File: config.mk
export PLATFORM = sky130hd
export DESIGN_NAME = spi_reg_bank
export DESIGN_NICKNAME = d
export VERILOG_FILES = /design/src/rtl/spi_reg_pkg.sv /design/src/rtl/spi_byte_rx.sv /design/src/rtl/spi_reg_bank.sv
export SDC_FILE = /design/constraint.sdc
export NUM_CORES = 1
export LEC_CHECK = 0
export CORE_ASPECT_RATIO = 1.5
export CORE_MARGIN = 1.5
export CORE_UTILIZATION = 50
export CTS_CLUSTER_DIAMETER = 100
export DETAILED_ROUTE_END_ITERATION = 6
export GPL_TIMING_DRIVEN = 0
export PLACE_DENSITY = 0.78
export SLEW_MARGIN = 20
export SYNTH_ARGS = -nofsm -noshare
export SYNTH_HDL_FRONTEND = slang
export SYNTH_SLANG_ARGS = --single-unit
File: constraint.sdc
create_clock -name SCLK -period 4.3 [get_ports SCLK]
set_input_delay 1.29 -clock SCLK [delete_from_list [all_inputs] [get_ports SCLK]]
set_output_delay 1.29 -clock SCLK [all_outputs]
set_load 0.005 [all_outputs]
File: src/rtl/spi_reg_pkg.sv
// Shared definitions for the SPI register bank: command byte field positions,
// data/address widths, FSM state encoding and the burst address step helper.
// Optional macro SPI_REG_BANK_READ_EN (used by spi_reg_bank) enables readback.
package spi_reg_pkg;

    localparam int BYTE_W       = 8;
    localparam int ADDR_W       = 6;

    // Command byte layout: [7] R/W (1 = read), [6] auto-increment, [5:0] start address.
    localparam int CMD_RW_BIT   = 7;
    localparam int CMD_AI_BIT   = 6;
    localparam int CMD_ADDR_MSB = 5;

    // ST_IGN swallows read frames when the read path is not built.
    typedef enum logic [2:0] {
        ST_IDLE,
        ST_CMD,
        ST_WR,
        ST_RD,
        ST_IGN
    } state_t;

    // Address step after each data byte. Addresses at or beyond the last
    // register either wrap to 0 or hold where they are.
    function automatic logic [ADDR_W-1:0] next_addr(
        input logic [ADDR_W-1:0] addr,
        input logic              ai,
        input logic              wrap,
        input logic [ADDR_W-1:0] last
    );
        if (!ai)
            return addr;
        if (addr >= last)
            return wrap ? '0 : addr;
        return addr + 1'b1;
    endfunction

endpackage

File: src/rtl/spi_byte_rx.sv
// SPI byte receiver: deserialises MOSI (MSB first) while SSEL is low.
// Ports:
//   SCLK       - SPI clock, sole clock
//   rst_n      - synchronous active-low reset
//   SSEL       - active-low select; high clears any partial byte
//   MOSI       - serial data in
//   byte_valid - one-cycle pulse in the cycle after the 8th bit was sampled
//   byte_data  - completed byte, stable while byte_valid=1
module spi_byte_rx
    import spi_reg_pkg::*;
(
    input  logic              SCLK,
    input  logic              rst_n,
    input  logic              SSEL,
    input  logic              MOSI,
    output logic              byte_valid,
    output logic [BYTE_W-1:0] byte_data
);

    logic [2:0]        bit_cnt;
    // Only seven bits are held; the eighth is taken straight from MOSI so the
    // shifter can keep accepting the next byte without a gap.
    logic [BYTE_W-2:0] shift_q;

    // NOTE: sequential state uses non-blocking assignments so every flop
    // samples pre-edge values regardless of statement order.
    always_ff @(posedge SCLK) begin
        if (!rst_n) begin
            bit_cnt    <= '0;
            shift_q    <= '0;
            byte_valid <= 1'b0;
            byte_data  <= '0;
        end else if (SSEL) begin
            bit_cnt    <= '0;
            shift_q    <= '0;
            byte_valid <= 1'b0;
        end else begin
            bit_cnt    <= bit_cnt + 3'd1;
            shift_q    <= {shift_q[BYTE_W-3:0], MOSI};
            byte_valid <= (bit_cnt == 3'd7);
            if (bit_cnt == 3'd7)
                byte_data <= {shift_q, MOSI};
        end
    end

endmodule

File: src/rtl/spi_reg_bank.sv
// SPI-slave register bank: NUM_REGS byte registers written (and optionally
// read back) over SPI, with burst auto-increment and a write strobe.
// Optional macro: SPI_REG_BANK_READ_EN builds the MISO readback path; without
// it read frames are ignored and MISO is a presence flag (1 while selected).
// Ports:
//   SCLK      - SPI clock, sole clock
//   rst_n     - synchronous active-low reset
//   SSEL      - active-low slave select
//   MOSI      - serial data in, MSB first
//   MISO      - serial data out, registered; forced 0 while SSEL=1
//   regs_flat - all registers packed, reg i at [8*i+7:8*i]
//   wr_strobe - one-cycle pulse when a register is written
//   wr_addr   - address of the last write, valid while wr_strobe=1
module spi_reg_bank
    import spi_reg_pkg::*;
#(
    parameter int                    NUM_REGS        = 8,
    parameter logic [8*NUM_REGS-1:0] RESET_VALUES    = {NUM_REGS{8'h00}},
    parameter bit                    WRAP_EN_DEFAULT = 1'b1
) (
    input  logic                  SCLK,
    input  logic                  rst_n,
    input  logic                  SSEL,
    input  logic                  MOSI,
    output logic                  MISO,
    output logic [8*NUM_REGS-1:0] regs_flat,
    output logic                  wr_strobe,
    output logic [ADDR_W-1:0]     wr_addr
);

    localparam logic [ADDR_W-1:0] LAST_ADDR = ADDR_W'(NUM_REGS - 1);

    logic              byte_valid;
    logic [BYTE_W-1:0] byte_data;

    state_t            state_q, state_d;
    logic              ssel_q;
    logic [ADDR_W-1:0] addr_q;
    logic              ai_q;
    logic [BYTE_W-1:0] regs_q [NUM_REGS];
    logic              cmd_valid;
    logic              data_valid;
    logic              wr_en;
    logic              miso_q;

    spi_byte_rx u_rx (
        .SCLK       (SCLK),
        .rst_n      (rst_n),
        .SSEL       (SSEL),
        .MOSI       (MOSI),
        .byte_valid (byte_valid),
        .byte_data  (byte_data)
    );

    assign cmd_valid  = byte_valid && (state_q == ST_CMD);
    assign data_valid = byte_valid && (state_q == ST_WR || state_q == ST_RD);
    // A byte completed on the edge before SSEL rose is still committed.
    assign wr_en      = byte_valid && (state_q == ST_WR) && (addr_q <= LAST_ADDR);

    // ssel_q is reset low so a reset in mid-frame waits for a fresh SSEL fall
    // instead of decoding the rest of the aborted frame as a new command.
    always_ff @(posedge SCLK) begin
        if (!rst_n) begin
            state_q <= ST_IDLE;
            ssel_q  <= 1'b0;
        end else begin
            state_q <= state_d;
            ssel_q  <= SSEL;
        end
    end

    // NOTE: every always_comb output gets a default first, so no path can
    // leave it unassigned and infer a latch.
    always_comb begin
        state_d = state_q;
        if (SSEL) begin
            state_d = ST_IDLE;
        end else begin
            case (state_q)
                ST_IDLE: if (ssel_q) state_d = ST_CMD;
                ST_CMD: begin
                    if (byte_valid) begin
                        if (!byte_data[CMD_RW_BIT])
                            state_d = ST_WR;
                        else
`ifdef SPI_REG_BANK_READ_EN
                            state_d = ST_RD;
`else
                            state_d = ST_IGN;
`endif
                    end
                end
                default: state_d = state_q;
            endcase
        end
    end

    // NOTE: the bank is made of flops, not RAM, so each register is reset
    // explicitly to its image value.
    always_ff @(posedge SCLK) begin
        if (!rst_n) begin
            addr_q    <= '0;
            ai_q      <= 1'b0;
            wr_strobe <= 1'b0;
            wr_addr   <= '0;
            for (int i = 0; i < NUM_REGS; i++)
                regs_q[i] <= RESET_VALUES[8*i +: 8];
        end else begin
            wr_strobe <= 1'b0;
            if (cmd_valid) begin
                addr_q <= byte_data[CMD_ADDR_MSB:0];
                ai_q   <= byte_data[CMD_AI_BIT];
            end else if (data_valid) begin
                addr_q <= next_addr(addr_q, ai_q, WRAP_EN_DEFAULT, LAST_ADDR);
            end
            if (wr_en) begin
                wr_strobe <= 1'b1;
                wr_addr   <= addr_q;
                for (int i = 0; i < NUM_REGS; i++)
                    if (addr_q == ADDR_W'(i))
                        regs_q[i] <= byte_data;
            end
        end
    end

    always_comb begin
        regs_flat = '0;
        for (int i = 0; i < NUM_REGS; i++)
            regs_flat[8*i +: 8] = regs_q[i];
    end

`ifdef SPI_REG_BANK_READ_EN
    logic [ADDR_W-1:0] rd_addr;
    logic [BYTE_W-1:0] rd_byte;
    logic [BYTE_W-1:0] tx_q;
    logic              tx_load;

    // The command byte supplies the first address; later boundaries use the
    // stepped address so the reload matches what the write path would use.
    assign rd_addr = cmd_valid ? byte_data[CMD_ADDR_MSB:0]
                               : next_addr(addr_q, ai_q, WRAP_EN_DEFAULT, LAST_ADDR);
    assign tx_load = (cmd_valid && byte_data[CMD_RW_BIT]) ||
                     (byte_valid && state_q == ST_RD);

    // Out-of-range addresses match no register and read as 0x00.
    always_comb begin
        rd_byte = '0;
        for (int i = 0; i < NUM_REGS; i++)
            if (rd_addr == ADDR_W'(i))
                rd_byte = regs_q[i];
    end

    // miso_q carries the bit on the wire; tx_q holds the bits still to go,
    // left-aligned, zero-filled so idle states drive 0.
    always_ff @(posedge SCLK) begin
        if (!rst_n) begin
            tx_q   <= '0;
            miso_q <= 1'b0;
        end else if (SSEL) begin
            tx_q   <= '0;
            miso_q <= 1'b0;
        end else if (tx_load) begin
            tx_q   <= {rd_byte[BYTE_W-2:0], 1'b0};
            miso_q <= rd_byte[BYTE_W-1];
        end else begin
            tx_q   <= {tx_q[BYTE_W-2:0], 1'b0};
            miso_q <= tx_q[BYTE_W-1];
        end
    end
`else
    // Presence indicator: high while selected.
    always_ff @(posedge SCLK) begin
        if (!rst_n)
            miso_q <= 1'b0;
        else
            miso_q <= ~SSEL;
    end
`endif

    // Gating with SSEL keeps the line low the moment the master deselects.
    assign MISO = miso_q & ~SSEL;

endmodule
* Word level (Yosys, flattened, before mapping) *
Memories as Yosys holds them, arrays and structs flattened.
Cells that the tools add are included.
W data, S select, Z words.

storage, ports and cells
  input bits = 4
  bits in latches = 0
  word-level logic and storage cells = 113
  register bits = 38
  memories = 1
  ROM bits = 0
  RAM bits = 64

cells by class
  muxes and demuxes = 61
  reduce and logical (&&, ||, !) cells = 12
  div/mod/pow operators = 0
  bitwise logic cells = 11
  shifts and indexed selects = 0
  $add $sub $neg = 2
  equal/unequal tests = 13
  magnitude comparators = 2
  $mul = 0

memories
  memory  depth  width  read ports  clocked after memory_dff  write ports  RTL line            source
  regs_q  8      8      8           0                         8            spi_reg_bank.sv:40  logic [BYTE_W-1:0] regs_q [NUM_REGS];

operator list
  kind                   count
  $mux W8                8
  $mux W1                43
  $mux W6                6
  $eq A6 B3 Y1 const B   4
  $eq A6 B2 Y1 const B   2
  $mux W3                3
  $or A1 B1 Y1           8
  $add A6 B1 Y6 const B  1
  $eq A3 B2 Y1 const B   2
  $eq A6 B1 Y1 const B   1
  $ge A6 B3 Y1 const B   1
  $le A6 B3 Y1 const B   1
  $logic_not A6 Y1       1
  $pmux W3 S2            1
  $logic_and A1 B1 Y1    4
  $reduce_bool A2 Y1     2
  $add A3 B1 Y3 const B  1
  $eq A3 B1 Y1 const B   1
  $eq A3 B3 Y1 const B   1
  $logic_not A3 Y1       1
  $reduce_and A3 Y1      1
  $ne A2 B1 Y1 const B   1
  $ne A2 B2 Y1 const B   1
  $not A1 Y1             2
  4 further kinds        4

* Depth between registers and ports, before layout *
  depth in word-level cells = 14
  depth in mapped cells = 7

* By module *
From an unflattened synthesis, not the netlist that was laid out.

unflattened totals
  cell total of the unflattened synthesis = 292
  area, all modules = 3,773.6 µm²

modules (own cells, without submodules)
  module        instances  area an instance (µm²)  cells each  sequential area each (µm²)
  spi_reg_bank  1          3,098.0                 231         2,302.2
  spi_byte_rx   1          675.6                   61          380.4

* Least setup slack after synthesis *
OpenSTA, ideal clock, no wires.

  kind = input-to-output
  start = input port SSEL
  end = output port MISO
  buffers on the path = 0
  arrival = 1,405 ps
  setup slack = 1,605 ps
  stages = 1
  data required time = 3,010 ps
  path through = nor2b_1

on the way
  cells in the longest elaborated chain, start to end = 2

ends and longest elaborated chain
  element               RTL line             source
  start: declaration    spi_reg_bank.sv:23   input logic SSEL,
  $not A1 Y1 (no line)  -
  $and A1 B1 Y1         spi_reg_bank.sv:181  assign MISO = miso_q & ~SSEL;
  end: declaration      spi_reg_bank.sv:25   output logic MISO,

No other way between the ends.

* Final worst setup path *
Ends and elaborated chain as after synthesis.

==> results.md <==
- The run finished with clean final reports.
- In the synthesized netlist the async set-or-reset flop fraction comes to 0.
- The synthesized cell area is ~3700 um^2.
- The final critical-path required period is approximately 3.7 ns.
- The post-placement cell count is between 400 and 500.
- The CTS tree is done.
- At the end of routability-driven placement, the weighted congestion stood at between 0.9 and 1.
- The cell count after synthesis is between 200 and 300.
- The TritonCTS sink count is 102.
- The warning count from the yosys run is 0.
- The number of pins with negative max-slew slack in the final report is 0.
- The netlist uses 36 different library cells.
- The clock reaches the later pin of the worst-skew pair after 0.37 ns.
- The die extent in y is between 100 and 150 um.
- The final clock skew is between 0.01 and 0.015 ns.
- The clock transition at the register clock pins on the worst setup and hold paths after CTS is about 0.09 ns.
- After floorplanning, the core was divided into 38 placement rows.
- The share of the clock period used by the worst path after layout is 0.852.
- The net switching power of the design is about 350 uW.
- Across the run, the number of max-cap violations was 0.
- The fraction of the yosys area taken by sequential cells is 0.720.
- The number of design rule violations left after detail routing is 0.
- Once detailed placement completed, the half-perimeter wirelength came to 5350 um.
- The kind of critical path is in -> out.
- Of the post-synthesis cell area, the dominant cell type holds 0.516.
- The clock network fraction of total power is 0.326.
- The total of buffers placed on input and output ports is 75.
- The total overflow left after global routing is 0.
- Hold repair after CTS inserted 0 buffers.
- The number of storage elements in the synthesis netlist is 102.
- The cell with the most instances after synthesis is edfxtp_1.
- The number of nets in the layout is a little under 400.
- CTS placed an instance of clkbuf_8 at the clock tree root.
- The largest net degree at the start of global routing is 17.
- Leaving out filler cells and counting taps, the final layout contains between 400 and 500.
- Derived from the worst setup path, the maximum achievable clock frequency is roughly 270 MHz.
- The die covers between 7000 and 8000 um^2.
- Measured against its own limit, the worst slew margin works out to 0.477.
- The leading area contributor after synthesis is edfxtp_1.
- The data required time of the worst path is around 3 ns.
- The average vias per placed instance is between 5 and 6.
- The worst setup path is captured at an output pin.
- By area the synthesized netlist is led by edfxtp_1 52%, dfxtp_1 20%, nor2_1 6.0%, nand2_1 2.6%, ha_1 2.0%.
- The clock passes through at most 2 buffers.
- The flop-to-flop setup slack is roughly 2.3 ns.
- The internal power summed over all cells is 1.37 mW.
- The initial antenna violation count is 0.
- The initial utilization of the core area, before any placement, comes to 0.516.
- The pre-antenna-repair detailed-routing pass consisted of 4 iterations.
- For this design the ratio of total power to cell area is between 300 and 400 nW/um^2.
- In the final timing run, aggregate negative setup slack is 0 ns.
- The count of nets left with antenna violations after detail routing is 0.
- Of the total power, registers draw 0.623.
- In this run the static leakage power is between 1.5 and 2 nW.
- The maximum vdd drop is around 180 uV.
- The setup violation total in the final timing report is 0.
- The path type of the worst min-delay path is reg -> reg.
- TritonCTS created 9 clock buffers.
- The horizontal die dimension is approximately 73 um.
- The maximum fanout along the worst path is 4.
- At the worst endpoint, the arrival time is 2.37 ns.
- Setup repair after global routing left no endpoint under its margin.
- The number of enable-type register cells in the synthesized netlist is 64.
- After synthesis, the most frequently instantiated cells are 64 x edfxtp_1, 60 x nor2_1, 38 x dfxtp_1, 26 x nand2_1, 17 x inv_1.
- In this run the standard cell core region covers ~7200 um^2.
- Among all flip-flop cells after synthesis, the most frequent one is edfxtp_1.
- The detailed router finished its first iteration with between 200 and 250 violations.
- The number of global-route vias before repair is between 2000 and 2500.
- The wire length reported by the detailed router is 7290 um.
- The number of hold violations in the final report was 0.
- Of the total power, the share spent switching nets is 0.201.
- The number of gates resized after CTS was 0.
- Of the cells placed in the final design, the portion with a size suffix greater than 1 is 0.0807.
- The slew at the pin closest to its max-slew limit is between 0.7 and 0.8 ns.
- The combinational share of power is 0.050.
- The total track usage is 0.195.
- The I/O pin count is 76.
- STA classifies the critical path startpoint as a primary input.
- The number of H-tree levels is 3.
- The via count of the routed design is between 2000 and 2500.
- 0 antenna diodes ended up in the layout.
- The area growth from synthesis to layout is 28.5%.
- The number of setup buffers added after CTS is 0.
- The mean cell area of the mapped netlist is 12.7 um^2.
- The first global-routing pass estimated about 11000 um of wire.
- Dividing the detail-routed wire length by the instance count gives between 15 and 20 um.
- The number of nets handed over by synthesis was a little over 300.
==> worst max-delay path, cell delays in order <==
cell and delay [ns]:
clkdlybuf4s50_1 0.45, nor2b_1 0.13, clkdlybuf4s50_1 0.50
==> cell usage in the layout, fill, tap and decap left out, drive strengths merged, types with 4 or more instances in the layout <==
cell type,count
clkdlybuf4s50,75
edfxtp,64
nor2,60
dfxtp,38
nand2,26
inv,17
clkbuf,16
a21oi,13
and2,10
nand4,8
ha,6
o21ai,6
buf,5
nand2b,4
and3,4
mux2i,4
nand3,4
==> layer usage <==
metal | track usage | up-vias | part of all wire
met2 | 0.341 | 85 | 0.53
met5 | 0 | - | 0
met1 | 0.197 | 1199 | 0.39
li1 | - | 1181 | -
met4 | 0.126 | 0 | 0.038
met3 | 0.0564 | 21 | 0.048
==> metrics by stage <==
stage,util,total power [mW],hold WS [ns],cell area (um^2),worst slack (ns)
after floorplan,-,1.12,0.399,3730,1.61
after global placement,0.637,1.18,0.411,4600,0.629
after detailed placement,0.637,1.18,0.415,4600,0.640
after CTS,0.663,1.73,0.434,4790,0.622
after global routing,0.663,1.78,0.453,4790,0.565
final,0.663,1.72,0.432,4790,0.639
==> state kept, by name, indices dropped and copies added, names as in the netlist <==
register         cells
u_rx.byte_valid      1
ai_q                 1
state_q              3
addr_q               6
miso_q               1
u_rx.shift_q         7
regs_q              64
u_rx.bit_cnt         3
ssel_q               1
u_rx.byte_data       8
wr_addr              6
wr_strobe            1
==> path summary, 6_finish.rpt <==
path                              start                          to  cells after the start
max                                SSEL                        MISO                      3
min          u_rx.bit_cnt[0]$_SDFF_PP0_  u_rx.bit_cnt[0]$_SDFF_PP0_                      1
min reg2reg  u_rx.bit_cnt[0]$_SDFF_PP0_  u_rx.bit_cnt[0]$_SDFF_PP0_                      1
max reg2reg     state_q[1]$_SDFFE_PP0P_     regs_q[1][20]$_DFFE_PP_                      5
==> power groups by stage <==
stage          registers (mW)  logic, mW  clock network [mW]
2_1_floorplan            1.10     0.0205                   0
3_3_place_gp             1.09     0.0847                   0
3_5_place_dp             1.10     0.0868                   0
4_1_cts                  1.07     0.0871               0.568
5_1_grt                  1.08     0.0931               0.608
6_report                 1.07     0.0863               0.561
==> logic make-up after synthesis <==
logic type / synth area share
muxes: 0.0107
and+or+nand+nor: 0.180
AOI/OAI and AO/OA: 0.0427
adders and majority gates: 0.0201
buffers and inverters: 0.0269
DFF: 0.720
==> area by class of cell <==
class / count / area (um^2)
sequential: 102 / 2680
clock inverter: 3 / 17.5
clock buffer: 13 / 170
tap: 100 / 125
inverter: 17 / 63.8
fill: 571 / 2440
timing repair buffer: 75 / 751
buffer: 8 / 36.3
multi-input combinational: 166 / 943
No activity file was read; power rests on OpenSTA's default activity.
